[src/rtl/decode_stage_if.sv]
// Fetch-to-decode handshake plus the decoded slot handed to register read.
// master = the side driving fetch data and out_ready, slave = the decode stage.
interface decode_stage_if #(
    parameter int ADDR_WIDTH = 64,
    parameter int XLEN       = 64
);
    logic                  in_valid;
    logic                  in_ready;
    logic [ADDR_WIDTH-1:0] in_pc;
    logic [31:0]           in_instr;
    logic                  out_valid;
    logic                  out_ready;
    logic [ADDR_WIDTH-1:0] out_pc;
    logic [31:0]           out_instr;
    logic [4:0]            out_rd, out_rs1, out_rs2;
    logic [XLEN-1:0]       out_imm;
    logic [3:0]            out_opclass;
    logic [2:0]            out_funct3;
    logic [6:0]            out_funct7;
    logic                  out_reg_write, out_mem_read, out_mem_write, out_branch, out_jump;
    logic                  out_alu_src_imm, out_is_word, out_is_muldiv, out_illegal, out_ecall;
    logic [1:0]            out_mem_size;
    logic                  out_mem_unsigned;

    modport master (
        output in_valid, in_pc, in_instr, out_ready,
        input  in_ready, out_valid, out_pc, out_instr, out_rd, out_rs1, out_rs2, out_imm,
               out_opclass, out_funct3, out_funct7, out_reg_write, out_mem_read,
               out_mem_write, out_branch, out_jump, out_alu_src_imm, out_is_word,
               out_is_muldiv, out_illegal, out_ecall, out_mem_size, out_mem_unsigned
    );

    modport slave (
        input  in_valid, in_pc, in_instr, out_ready,
        output in_ready, out_valid, out_pc, out_instr, out_rd, out_rs1, out_rs2, out_imm,
               out_opclass, out_funct3, out_funct7, out_reg_write, out_mem_read,
               out_mem_write, out_branch, out_jump, out_alu_src_imm, out_is_word,
               out_is_muldiv, out_illegal, out_ecall, out_mem_size, out_mem_unsigned
    );
endinterface

[src/rtl/decode_stage.sv]
// Single-slot RV64IM decode stage: decodes the fetched word combinationally and
// registers the full result on accept; counts output handshakes.
module decode_stage #(
    parameter int ADDR_WIDTH = 64,
    parameter int XLEN       = 64
) (
    input  logic          clk,
    input  logic          reset,
    input  logic          flush,
    output logic [63:0]   decoded_count,
    decode_stage_if.slave bus
);
    typedef enum logic [3:0] {
        C_LUI = 4'd0, C_AUIPC = 4'd1, C_JAL = 4'd2, C_JALR = 4'd3, C_BRANCH = 4'd4,
        C_LOAD = 4'd5, C_STORE = 4'd6, C_OP_IMM = 4'd7, C_OP = 4'd8, C_OP_IMM_32 = 4'd9,
        C_OP_32 = 4'd10, C_SYSTEM = 4'd11, C_FENCE = 4'd12, C_ILLEGAL = 4'd15
    } opclass_e;

    typedef struct packed {
        logic [ADDR_WIDTH-1:0] pc;
        logic [31:0]           instr;
        logic [4:0]            rd, rs1, rs2;
        logic [XLEN-1:0]       imm;
        logic [3:0]            opclass;
        logic [2:0]            funct3;
        logic [6:0]            funct7;
        logic                  reg_write, mem_read, mem_write, branch, jump;
        logic                  alu_src_imm, is_word, is_muldiv, illegal, ecall;
        logic [1:0]            mem_size;
        logic                  mem_unsigned;
    } slot_t;

    logic [31:0] ins;
    logic [2:0]  f3;
    logic [6:0]  f7;
    opclass_e    cls;
    logic        bad;
    logic        writes_rd;
    slot_t       dec, slot;
    logic        valid, ready, accept;

    assign ins = bus.in_instr;
    assign f3  = ins[14:12];
    assign f7  = ins[31:25];

    always_comb begin
        case (ins[6:0])
            7'b0110111: cls = C_LUI;
            7'b0010111: cls = C_AUIPC;
            7'b1101111: cls = C_JAL;
            7'b1100111: cls = C_JALR;
            7'b1100011: cls = C_BRANCH;
            7'b0000011: cls = C_LOAD;
            7'b0100011: cls = C_STORE;
            7'b0010011: cls = C_OP_IMM;
            7'b0110011: cls = C_OP;
            7'b0011011: cls = C_OP_IMM_32;
            7'b0111011: cls = C_OP_32;
            7'b1110011: cls = C_SYSTEM;
            7'b0001111: cls = C_FENCE;
            default:    cls = C_ILLEGAL;
        endcase
    end

    // Per-class encoding holes; a word of zero already fails the [1:0] test.
    always_comb begin
        bad = (ins[1:0] != 2'b11) || (cls == C_ILLEGAL);
        case (cls)
            C_BRANCH:    bad = bad || (f3 inside {3'b010, 3'b011});
            C_LOAD:      bad = bad || (f3 == 3'b111);
            C_STORE:     bad = bad || f3[2];
            C_JALR:      bad = bad || (f3 != 3'b000);
            C_OP:        bad = bad || !(f7 == 7'b0000000 || f7 == 7'b0000001 ||
                                        (f7 == 7'b0100000 && f3 inside {3'b000, 3'b101}));
            C_OP_32:     bad = bad || !(f7 == 7'b0000000 ||
                                        (f7 == 7'b0100000 && f3 inside {3'b000, 3'b101}) ||
                                        (f7 == 7'b0000001 && f3 inside {3'b000, 3'b100, 3'b101, 3'b110, 3'b111}));
            C_OP_IMM:    if (f3 inside {3'b001, 3'b101})
                             bad = bad || !(ins[31:26] == 6'b000000 ||
                                            (ins[31:26] == 6'b010000 && f3 == 3'b101));
            C_OP_IMM_32: bad = bad || !(f3 inside {3'b000, 3'b001, 3'b101});
            default:     bad = bad;
        endcase
    end

    assign writes_rd = cls inside {C_LUI, C_AUIPC, C_JAL, C_JALR, C_LOAD,
                                   C_OP, C_OP_32, C_OP_IMM, C_OP_IMM_32};

    always_comb begin
        dec        = '0;
        dec.pc     = bus.in_pc;
        dec.instr  = ins;
        dec.funct3 = f3;
        dec.funct7 = f7;
        dec.rd     = (cls inside {C_STORE, C_BRANCH}) ? 5'd0 : ins[11:7];
        dec.rs1    = (cls inside {C_LUI, C_AUIPC, C_JAL}) ? 5'd0 : ins[19:15];
        dec.rs2    = (cls inside {C_OP, C_OP_32, C_STORE, C_BRANCH}) ? ins[24:20] : 5'd0;
        case (cls)
            C_LUI, C_AUIPC: dec.imm = {{(XLEN-32){ins[31]}}, ins[31:12], 12'b0};
            C_JAL:    dec.imm = {{(XLEN-21){ins[31]}}, ins[31], ins[19:12], ins[20], ins[30:21], 1'b0};
            C_BRANCH: dec.imm = {{(XLEN-13){ins[31]}}, ins[31], ins[7], ins[30:25], ins[11:8], 1'b0};
            C_STORE:  dec.imm = {{(XLEN-12){ins[31]}}, ins[31:25], ins[11:7]};
            C_OP, C_OP_32, C_ILLEGAL: dec.imm = '0;
            default:  dec.imm = {{(XLEN-12){ins[31]}}, ins[31:20]};
        endcase
        dec.opclass      = bad ? C_ILLEGAL : cls;
        dec.illegal      = bad;
        dec.reg_write    = writes_rd && (ins[11:7] != 5'd0) && !bad;
        dec.mem_read     = (cls == C_LOAD) && !bad;
        dec.mem_write    = (cls == C_STORE) && !bad;
        dec.branch       = (cls == C_BRANCH);
        dec.jump         = cls inside {C_JAL, C_JALR};
        dec.alu_src_imm  = !(cls inside {C_OP, C_OP_32, C_BRANCH, C_ILLEGAL});
        dec.is_word      = cls inside {C_OP_32, C_OP_IMM_32};
        dec.is_muldiv    = (cls inside {C_OP, C_OP_32}) && (f7 == 7'b0000001);
        dec.ecall        = (cls == C_SYSTEM) && (ins == 32'h0000_0073);
        dec.mem_size     = f3[1:0];
        dec.mem_unsigned = (cls == C_LOAD) && f3[2];
    end

    // Ready depends only on slot state and out_ready, never on in_valid.
    assign ready  = !valid || bus.out_ready;
    assign accept = bus.in_valid && ready && !flush;

    always_ff @(posedge clk) begin
        if (reset) begin
            slot          <= '0;
            valid         <= 1'b0;
            decoded_count <= 64'd0;
        end else begin
            if (valid && bus.out_ready)
                decoded_count <= decoded_count + 64'd1;
            if (accept) begin
                slot  <= dec;
                valid <= 1'b1;
            end else if (flush || bus.out_ready) begin
                valid <= 1'b0;
            end
        end
    end

    assign bus.in_ready         = ready;
    assign bus.out_valid        = valid;
    assign bus.out_pc           = slot.pc;
    assign bus.out_instr        = slot.instr;
    assign bus.out_rd           = slot.rd;
    assign bus.out_rs1          = slot.rs1;
    assign bus.out_rs2          = slot.rs2;
    assign bus.out_imm          = slot.imm;
    assign bus.out_opclass      = slot.opclass;
    assign bus.out_funct3       = slot.funct3;
    assign bus.out_funct7       = slot.funct7;
    assign bus.out_reg_write    = slot.reg_write;
    assign bus.out_mem_read     = slot.mem_read;
    assign bus.out_mem_write    = slot.mem_write;
    assign bus.out_branch       = slot.branch;
    assign bus.out_jump         = slot.jump;
    assign bus.out_alu_src_imm  = slot.alu_src_imm;
    assign bus.out_is_word      = slot.is_word;
    assign bus.out_is_muldiv    = slot.is_muldiv;
    assign bus.out_illegal      = slot.illegal;
    assign bus.out_ecall        = slot.ecall;
    assign bus.out_mem_size     = slot.mem_size;
    assign bus.out_mem_unsigned = slot.mem_unsigned;
endmodule

[src/flat_wrapper.sv]
// flat-port wrapper written by rule: the top's interface ports become plain ports
module decode_stage_flat 
#(
    parameter int ADDR_WIDTH = 64,
    parameter int XLEN       = 64
)
  (clk, reset, flush, decoded_count, bus_in_valid, bus_in_pc, bus_in_instr, bus_out_ready, bus_in_ready, bus_out_valid, bus_out_pc, bus_out_instr, bus_out_rd, bus_out_rs1, bus_out_rs2, bus_out_imm, bus_out_opclass, bus_out_funct3, bus_out_funct7, bus_out_reg_write, bus_out_mem_read, bus_out_mem_write, bus_out_branch, bus_out_jump, bus_out_alu_src_imm, bus_out_is_word, bus_out_is_muldiv, bus_out_illegal, bus_out_ecall, bus_out_mem_size, bus_out_mem_unsigned);
  decode_stage_if #(.ADDR_WIDTH(ADDR_WIDTH), .XLEN(XLEN)) bus_i ();
  input  logic clk;
  input  logic reset;
  input  logic flush;
  output logic [63:0] decoded_count;
  input wire logic [$bits(bus_i.in_valid)-1:0] bus_in_valid;
  input wire logic [$bits(bus_i.in_pc)-1:0] bus_in_pc;
  input wire logic [$bits(bus_i.in_instr)-1:0] bus_in_instr;
  input wire logic [$bits(bus_i.out_ready)-1:0] bus_out_ready;
  output wire logic [$bits(bus_i.in_ready)-1:0] bus_in_ready;
  output wire logic [$bits(bus_i.out_valid)-1:0] bus_out_valid;
  output wire logic [$bits(bus_i.out_pc)-1:0] bus_out_pc;
  output wire logic [$bits(bus_i.out_instr)-1:0] bus_out_instr;
  output wire logic [$bits(bus_i.out_rd)-1:0] bus_out_rd;
  output wire logic [$bits(bus_i.out_rs1)-1:0] bus_out_rs1;
  output wire logic [$bits(bus_i.out_rs2)-1:0] bus_out_rs2;
  output wire logic [$bits(bus_i.out_imm)-1:0] bus_out_imm;
  output wire logic [$bits(bus_i.out_opclass)-1:0] bus_out_opclass;
  output wire logic [$bits(bus_i.out_funct3)-1:0] bus_out_funct3;
  output wire logic [$bits(bus_i.out_funct7)-1:0] bus_out_funct7;
  output wire logic [$bits(bus_i.out_reg_write)-1:0] bus_out_reg_write;
  output wire logic [$bits(bus_i.out_mem_read)-1:0] bus_out_mem_read;
  output wire logic [$bits(bus_i.out_mem_write)-1:0] bus_out_mem_write;
  output wire logic [$bits(bus_i.out_branch)-1:0] bus_out_branch;
  output wire logic [$bits(bus_i.out_jump)-1:0] bus_out_jump;
  output wire logic [$bits(bus_i.out_alu_src_imm)-1:0] bus_out_alu_src_imm;
  output wire logic [$bits(bus_i.out_is_word)-1:0] bus_out_is_word;
  output wire logic [$bits(bus_i.out_is_muldiv)-1:0] bus_out_is_muldiv;
  output wire logic [$bits(bus_i.out_illegal)-1:0] bus_out_illegal;
  output wire logic [$bits(bus_i.out_ecall)-1:0] bus_out_ecall;
  output wire logic [$bits(bus_i.out_mem_size)-1:0] bus_out_mem_size;
  output wire logic [$bits(bus_i.out_mem_unsigned)-1:0] bus_out_mem_unsigned;
  assign bus_i.in_valid = bus_in_valid;
  assign bus_i.in_pc = bus_in_pc;
  assign bus_i.in_instr = bus_in_instr;
  assign bus_i.out_ready = bus_out_ready;
  assign bus_in_ready = bus_i.in_ready;
  assign bus_out_valid = bus_i.out_valid;
  assign bus_out_pc = bus_i.out_pc;
  assign bus_out_instr = bus_i.out_instr;
  assign bus_out_rd = bus_i.out_rd;
  assign bus_out_rs1 = bus_i.out_rs1;
  assign bus_out_rs2 = bus_i.out_rs2;
  assign bus_out_imm = bus_i.out_imm;
  assign bus_out_opclass = bus_i.out_opclass;
  assign bus_out_funct3 = bus_i.out_funct3;
  assign bus_out_funct7 = bus_i.out_funct7;
  assign bus_out_reg_write = bus_i.out_reg_write;
  assign bus_out_mem_read = bus_i.out_mem_read;
  assign bus_out_mem_write = bus_i.out_mem_write;
  assign bus_out_branch = bus_i.out_branch;
  assign bus_out_jump = bus_i.out_jump;
  assign bus_out_alu_src_imm = bus_i.out_alu_src_imm;
  assign bus_out_is_word = bus_i.out_is_word;
  assign bus_out_is_muldiv = bus_i.out_is_muldiv;
  assign bus_out_illegal = bus_i.out_illegal;
  assign bus_out_ecall = bus_i.out_ecall;
  assign bus_out_mem_size = bus_i.out_mem_size;
  assign bus_out_mem_unsigned = bus_i.out_mem_unsigned;
  decode_stage #(.ADDR_WIDTH(ADDR_WIDTH), .XLEN(XLEN)) u_core (.clk(clk), .reset(reset), .flush(flush), .decoded_count(decoded_count), .bus(bus_i));
endmodule
[config.mk]
export PLATFORM = sky130hd
export DESIGN_NAME = decode_stage_flat
export DESIGN_NICKNAME = d
export VERILOG_FILES = /design/src/rtl/decode_stage_if.sv /design/src/rtl/decode_stage.sv /design/src/flat_wrapper.sv
export SDC_FILE = /design/constraint.sdc
export NUM_CORES = 1
export LEC_CHECK = 0
export CAP_MARGIN = 10
export CORE_MARGIN = 2
export CORE_UTILIZATION = 44
export DETAILED_ROUTE_END_ITERATION = 7
export GPL_ROUTABILITY_DRIVEN = 1
export GPL_TIMING_DRIVEN = 0
export PLACE_DENSITY = 0.8
export SLEW_MARGIN = 10
export SYNTH_ARGS = -nofsm -noshare
export SYNTH_HDL_FRONTEND = slang
export SYNTH_SLANG_ARGS = --single-unit
export TNS_END_PERCENT = 1
[constraint.sdc]
create_clock -name clk -period 2.3 [get_ports clk]
set_input_delay 0.345 -clock clk [delete_from_list [all_inputs] [get_ports clk]]
set_output_delay 0.345 -clock clk [all_outputs]
set_load 0.01 [all_outputs]
Word-level counts from Yosys, hierarchy flattened
Index checks and enable logic that the tools add are counted.
{"block": "word_totals", "wordCells": 130, "register_bits": 267, "output_inout_bits": 268}
{"block": "classes", "reduce_logical": 59, "addsub": 1, "n_eq_ne": 37, "mux": 10}
{"cell": "$pmux 64 s5", "count": 1}
{"cell": "$add 64x1->64 const B", "count": 1}
{"cell": "$pmux 4 s13", "count": 1}
{"cell": "$eq 7x6->1 const B", "count": 5}
{"cell": "$eq 32x7->1 const B", "count": 1}
{"cell": "$eq 7x7->1 const B", "count": 4}
{"cell": "$eq 7x5->1 const B", "count": 3}
{"cell": "$eq 4x4->1 const B", "count": 5}
{"cell": "$eq 4x3->1 const B", "count": 4}
{"cell": "$logic_or 1x1->1", "count": 16}
{"cell": "$reduce_bool 2->1", "count": 8}
{"cell": "$mux 5", "count": 3}
{"cell": "$logic_and 1x1->1", "count": 13}
{"cell": "$eq 3x3->1 const B", "count": 4}
{"cell": "$reduce_bool 5->1", "count": 2}
{"cell": "$reduce_bool 3->1", "count": 3}
{"cell": "$reduce_bool 9->1", "count": 1}
{"cell": "$eq 4x2->1 const B", "count": 2}
{"cell": "$logic_not 1->1", "count": 8}
{"cell": "$pmux 1 s8", "count": 1}
{"cell": "$reduce_bool 4->1", "count": 2}
{"cell": "$eq 7x1->1 const B", "count": 1}
{"cell": "$eq 7x2->1 const B", "count": 1}
{"cell": "$eq 7x4->1 const B", "count": 1}
{"cell": "13 further kinds", "count": 16}

Depth between registers and ports, before layout
Gate-level depths: netlist of the first run.
{"block": "depth", "word_depth": 10, "depth_mapped": 8}

Worst setup path before layout of the first run
Ideal clock, no wire load.
{"block": "synth_path", "path_kind": "register to register", "start": "register u_core.decoded_count[11]", "end": "register u_core.decoded_count[57]", "arrival_time_ns": 1.968, "path_stages_with_launch": 7, "required_ns": 2.230, "synth_period_minus_slack_ns": 2.038, "setup_slack_ns": 0.262, "setup_time_ns": 0.070, "cell_sequence": "dfxtp_1 -> nand4_2 -> nor4_4 -> nand4_1 -> buf_2 -> or3_1 -> a21oi_1"}
{"block": "synth_between", "elab_chain_cells": 1}
{"item": "start, declared", "line": "decode_stage.sv:10", "text": "output logic [63:0] decoded_count,"}
{"item": "start signal, assigned", "line": "decode_stage.sv:132", "text": "decoded_count <= decoded_count + 64'd1;"}
{"item": "$add 64x1->64", "line": "decode_stage.sv:132"}
No other way between the ends.
A chain may end at the register's enable or synchronous reset.

Worst setup path in the final report of the first run
{"block": "layout_path", "start": "input bus_in_instr[5]", "end": "register u_core.slot, in the netlist u_core.bus.out_opclass[2]"}
{"block": "layout_between", "elab_chain_cells": 8, "word_cells_on_any_way": 35, "classes_between": "eq/ne (22); mux (4); reduce/logical (9)"}
{"item": "start, declared", "line": "flat_wrapper.sv:15", "text": "input wire logic [$bits(bus_i.in_instr)-1:0] bus_in_instr;"}
{"item": "$eq 7x4->1 (tied with other cells)", "line": "decode_stage.sv:47", "text": "case (ins[6:0])"}
{"item": "$pmux 4 s13 (*)", "line": "decode_stage.sv:47"}
{"item": "$eq 4x4->1", "line": "decode_stage.sv:67", "text": "bad = (ins[1:0] != 2'b11) || (cls == C_ILLEGAL);"}
{"item": "$logic_or 1x1->1", "line": "decode_stage.sv:67"}
{"item": "$logic_or 1x1->1", "line": "decode_stage.sv:79", "text": "bad = bad || !(ins[31:26] == 6'b000000 ||"}
{"item": "$mux 1", "line": "decode_stage.sv:78", "text": "C_OP_IMM: if (f3 inside {3'b001, 3'b101})"}
{"item": "$pmux 1 s8", "line": "decode_stage.sv:68", "text": "case (cls)"}
{"item": "$mux 4 (*)", "line": "decode_stage.sv:106", "text": "dec.opclass = bad ? C_ILLEGAL : cls;"}
{"item": "end signal, assigned", "line": "decode_stage.sv:127", "text": "slot <= '0;"}
{"item": "end signal, assigned", "line": "decode_stage.sv:134", "text": "slot <= dec;"}
{"item": "end, declared", "line": "decode_stage.sv:39", "text": "slot_t dec, slot;"}
Every way passes the cells marked *; elsewhere a longest branch is shown, timed or not.

==> results of run 1 <==
-- worst max-delay path, delay by kind of cell --
kind / cells / cell delay [ns]
buffers and inverters: 2 / 0.90
AOI/OAI and AO/OA: 3 / 0.66
and+or+nand+nor: 1 / 0.38
muxes: 1 / 0.35
-- flip-flops by register name, summed over array words and instances, names as in the netlist, 4 cells and up --
| name | cells |
|---|---|
| u_core.decoded_count | 64 |
| u_core.bus.out_imm | 32 |
| u_core.bus.out_rd | 5 |
| u_core.bus.out_opclass | 4 |
| u_core.bus.out_rs2 | 5 |
| u_core.bus.out_instr | 23 |
| u_core.bus.out_funct7 | 7 |
| u_core.bus.out_rs1 | 5 |
| u_core.bus.out_pc | 64 |
-- repair_timing --
action	CTS	global route
endpoints found under the setup margin	206	173
gates resized for setup	32	42
cloned	0	0
setup buffers	0	4
pin swaps	2	4
-- cell type report --
| type | count | area [sq um] | area share (%) |
|---|---|---|---|
| flip-flops and latches | 223 | 4471 | 30.31 |
| clock buffers | 37 | 720.7 | 4.886 |
| multi-input cells | 869 | 4755 | 32.23 |
| repair buffers | 369 | 3686 | 24.99 |
| plain buffers | 127 | 710.7 | 4.818 |
| inverters | 10 | 37.54 | 0.2545 |
| clock inverters | 4 | 20.02 | 0.1357 |
| well taps | 280 | 350.3 | 2.375 |
-- how the worst max path moves through the flow --
stage,from,endpoint,slack [ns],cells past startpoint
6_report,bus_in_instr[5],u_core.bus.out_opclass[2]$_SDFFE_PP0P_,0.02,7
2_1_floorplan,u_core.decoded_count[11]$_SDFFE_PP0P_,u_core.decoded_count[57]$_SDFFE_PP0P_,0.26,6
3_3_place_gp,bus_out_ready,u_core.bus.out_rd[4]$_SDFFE_PP0P_,-1.22,7
5_1_grt,u_core.decoded_count[20]$_SDFFE_PP0P_,u_core.decoded_count[61]$_SDFFE_PP0P_,-0.11,6
4_1_cts,u_core.decoded_count[3]$_SDFFE_PP0P_,u_core.decoded_count[16]$_SDFFE_PP0P_,-0.05,5
3_5_place_dp,bus_out_ready,u_core.bus.out_rd[4]$_SDFFE_PP0P_,-1.30,7
-- cell usage after synthesis, drive strengths merged (5+ instances only) --
master | number | share of area, %
nand2 | 271 | 10
dfxtp | 223 | 46
a21oi | 164 | 8.4
nor2 | 92 | 3.5
buf | 65 | 4.4
clkbuf | 63 | 2.4
o21ai | 37 | 1.9
nand4 | 34 | 2.2
or3 | 33 | 2.1
nand3 | 32 | 1.6
xor2 | 28 | 2.5
a211oi | 22 | 1.7
nor3 | 14 | 0.77
nor4 | 12 | 0.99
inv | 10 | 0.39
o21bai | 10 | 0.77
a22oi | 9 | 0.69
a311oi | 9 | 0.81
o211ai | 9 | 0.69
and2 | 8 | 0.51
and3 | 7 | 0.45
or4 | 7 | 0.54
a2bb2oi | 6 | 0.54
nand2b | 6 | 0.39
nor2b | 5 | 0.32
xnor2 | 5 | 0.45
-- cells by family after synthesis --
kind of cell	Yosys count	share of synthesized area, %
and+or+nand+nor	544	26.04
AOI/OAI and AO/OA	289	17.57
DFF	223	45.87
buffers and inverters	138	7.199
xor gates and xnor gates	33	2.970
muxes	2	0.2185
adders and majority gates	1	0.1285
-- routing by layer --
layer  global-route usage [%]  vias up
met4                    12.13        0
met5                        0        -
met1                    34.60     4820
met3                    7.366      101
met2                    50.82      532
li1                         -     5023
-- per-stage QoR --
stage               std cells  hold WS (ns)  setup slack, ns  TNS [ns]
floorplan                1230        0.4243           0.2618         0
global placement         1875        0.4370           -1.224   -141.35
detailed placement       1875        0.4438           -1.297   -148.39
CTS                      1916        0.2843         -0.04758   -0.1398
global route             1919        0.3176          -0.1108   -0.4953
finish                   1919        0.3003          0.01668         0
-- power breakdown --
part	leakage, nW	switching, W	internal (W)
registers	1.82	0.0000763	0.00399
logic	3.00	0.000613	0.000555
clock network	0.368	0.00153	0.00214
total	5.19	0.00222	0.00668
==> results.sh, run 1 <==
export IMPL_dr_max_layer_used="met4"
export IMPL_r2r_cells=6
export IMPL_relSlewSlack_pct=49.93
export IMPL_maxSlewViolCount=0
export IMPL_path_max_fanout=10
export IMPL_dpl_cell_area_sq_um=13740
export IMPL_clk_path_buf_depth=3
export IMPL_fp_dieH_um=152.7
export IMPL_power_density_nw_per_um2=603.0
export IMPL_min_path_cells=3
export IMPL_placementRows=54
export IMPL_drv_cap=0
export IMPL_gp_congestion=0.9884
export IMPL_layout_min_cycle_time_ns=2.283
export IMPL_drt_iter0_markers=684
export IMPL_antenna_cells=0
export IMPL_drive_gt1_share_pct=9.213
export IMPL_final_common_cell="clkdlybuf4s50_1"
export IMPL_arrival_ns=2.65
export IMPL_r2r_end="u_core.decoded_count[57]$_SDFFE_PP0P_"
export IMPL_nFillCells=1807
export IMPL_drcViolationCount=0
export IMPL_die_area_sq_um=23330
export IMPL_worst_setup_path_start_kind="input pin"
export IMPL_hp_class="in -> reg"
export IMPL_final_cell_mix="364 x clkdlybuf4s50_1, 271 x nand2_1, 220 x dfxtp_1"
export IMPL_die_x_um=152.7
export IMPL_met1Wirelength_um=13830
export IMPL_port_buffers=365
export IMPL_grt_pass1_wl_um=55630
export IMPL_worstSetupPathType="in -> reg"
export IMPL_crit_reg2reg_launch="u_core.decoded_count[25]$_SDFFE_PP0P_"
export IMPL_finalNetCount=1726
export IMPL_seq_area_frac_synth_pct=45.87
export IMPL_finalInstanceArea_sq_um=14750
export IMPL_worst_pin_slew_ns=0.7510
export IMPL_antenna_found_initial=0
export IMPL_setup_violations_final=0
export IMPL_hold_viol=0
export IMPL_cp_cell_sequence="clkdlybuf4s50_1 -> clkbuf_4 -> mux2_2 -> o211ai_1 -> a222oi_1 -> nor4_4 -> a311oi_1"
export IMPL_io_pins=369
export IMPL_htreeDepth=1
export IMPL_min_period_over_period_pct=99.27
export IMPL_vias_per_cell=5.459
export IMPL_numCtsBuffers=24
export IMPL_async_flop_share_pct=0
export IMPL_wl_met3_um=3305
export IMPL_vias=10480
export IMPL_holdPathEnd="u_core.bus.out_imm[13]$_SDFFE_PP0P_"
export IMPL_max_stage_delay_ns=0.62
export IMPL_dr_wl_met2_um=17210
export IMPL_antenna_left=0
export IMPL_ys_ff_latch=223
export IMPL_grt_pass1_vias=9983
export IMPL_path_clk_slew_ns=0.06
export IMPL_yosysWarnings=0
export IMPL_fmax_mhz=438.0
export IMPL_root_buffer="clkbuf_16"
export IMPL_synth_cell_types=62
export IMPL_p_leak_nw=5.187
export IMPL_ir_worst_vdd_v=0.0005636
export IMPL_dp_hpwl_um=26880
export IMPL_cts_tree="done"
export IMPL_clock_latency_ns=0.51
export IMPL_overflow=0
export IMPL_worstPathRequired_ns=2.66
export IMPL_finalWirelength_um=36010
export IMPL_routedWlPerCell_um=18.77
export IMPL_power_total_w=0.008895
export IMPL_rsz0062_at_grt="true"
export IMPL_syn_avg_cell_area_sq_um=7.913
export IMPL_r2r_slack_ns=0.04
export IMPL_syn_num_nets=1332
export IMPL_syn_area_sq_um=9733
export IMPL_cp_slowest_cell="clkdlybuf4s50_1"
export IMPL_syn_inst=1230
export IMPL_status="finished clean"
export IMPL_clock_skew_ns=0.009534
export IMPL_core_area_sq_um=21760
export IMPL_cts_hold_buf=0
export IMPL_drt_pre_antenna_iters=6
export IMPL_finish_utilization_pct=67.80
export IMPL_synth_edff_count=0
export IMPL_synthFlopType="dfxtp_1"
export IMPL_cts_sinks=223
export IMPL_min_from="bus_in_instr[13]"
export IMPL_initial_core_util_pct=44.74
export IMPL_grtUsageTotal_pct=29.32
export IMPL_area_growth_pct=51.55
export IMPL_crit_path_end_kind="register"
export IMPL_grt_max_degree=35
No activity file was read; power rests on OpenSTA's default activity.
==> run 2: changes to the inputs <==
Settings changed: CAP_MARGIN 10 to 0, HOLD_SLACK_MARGIN set to 0.02.
==> results of run 2 <==
No change in the layout: final DEF, timing and power equal those of run 1.
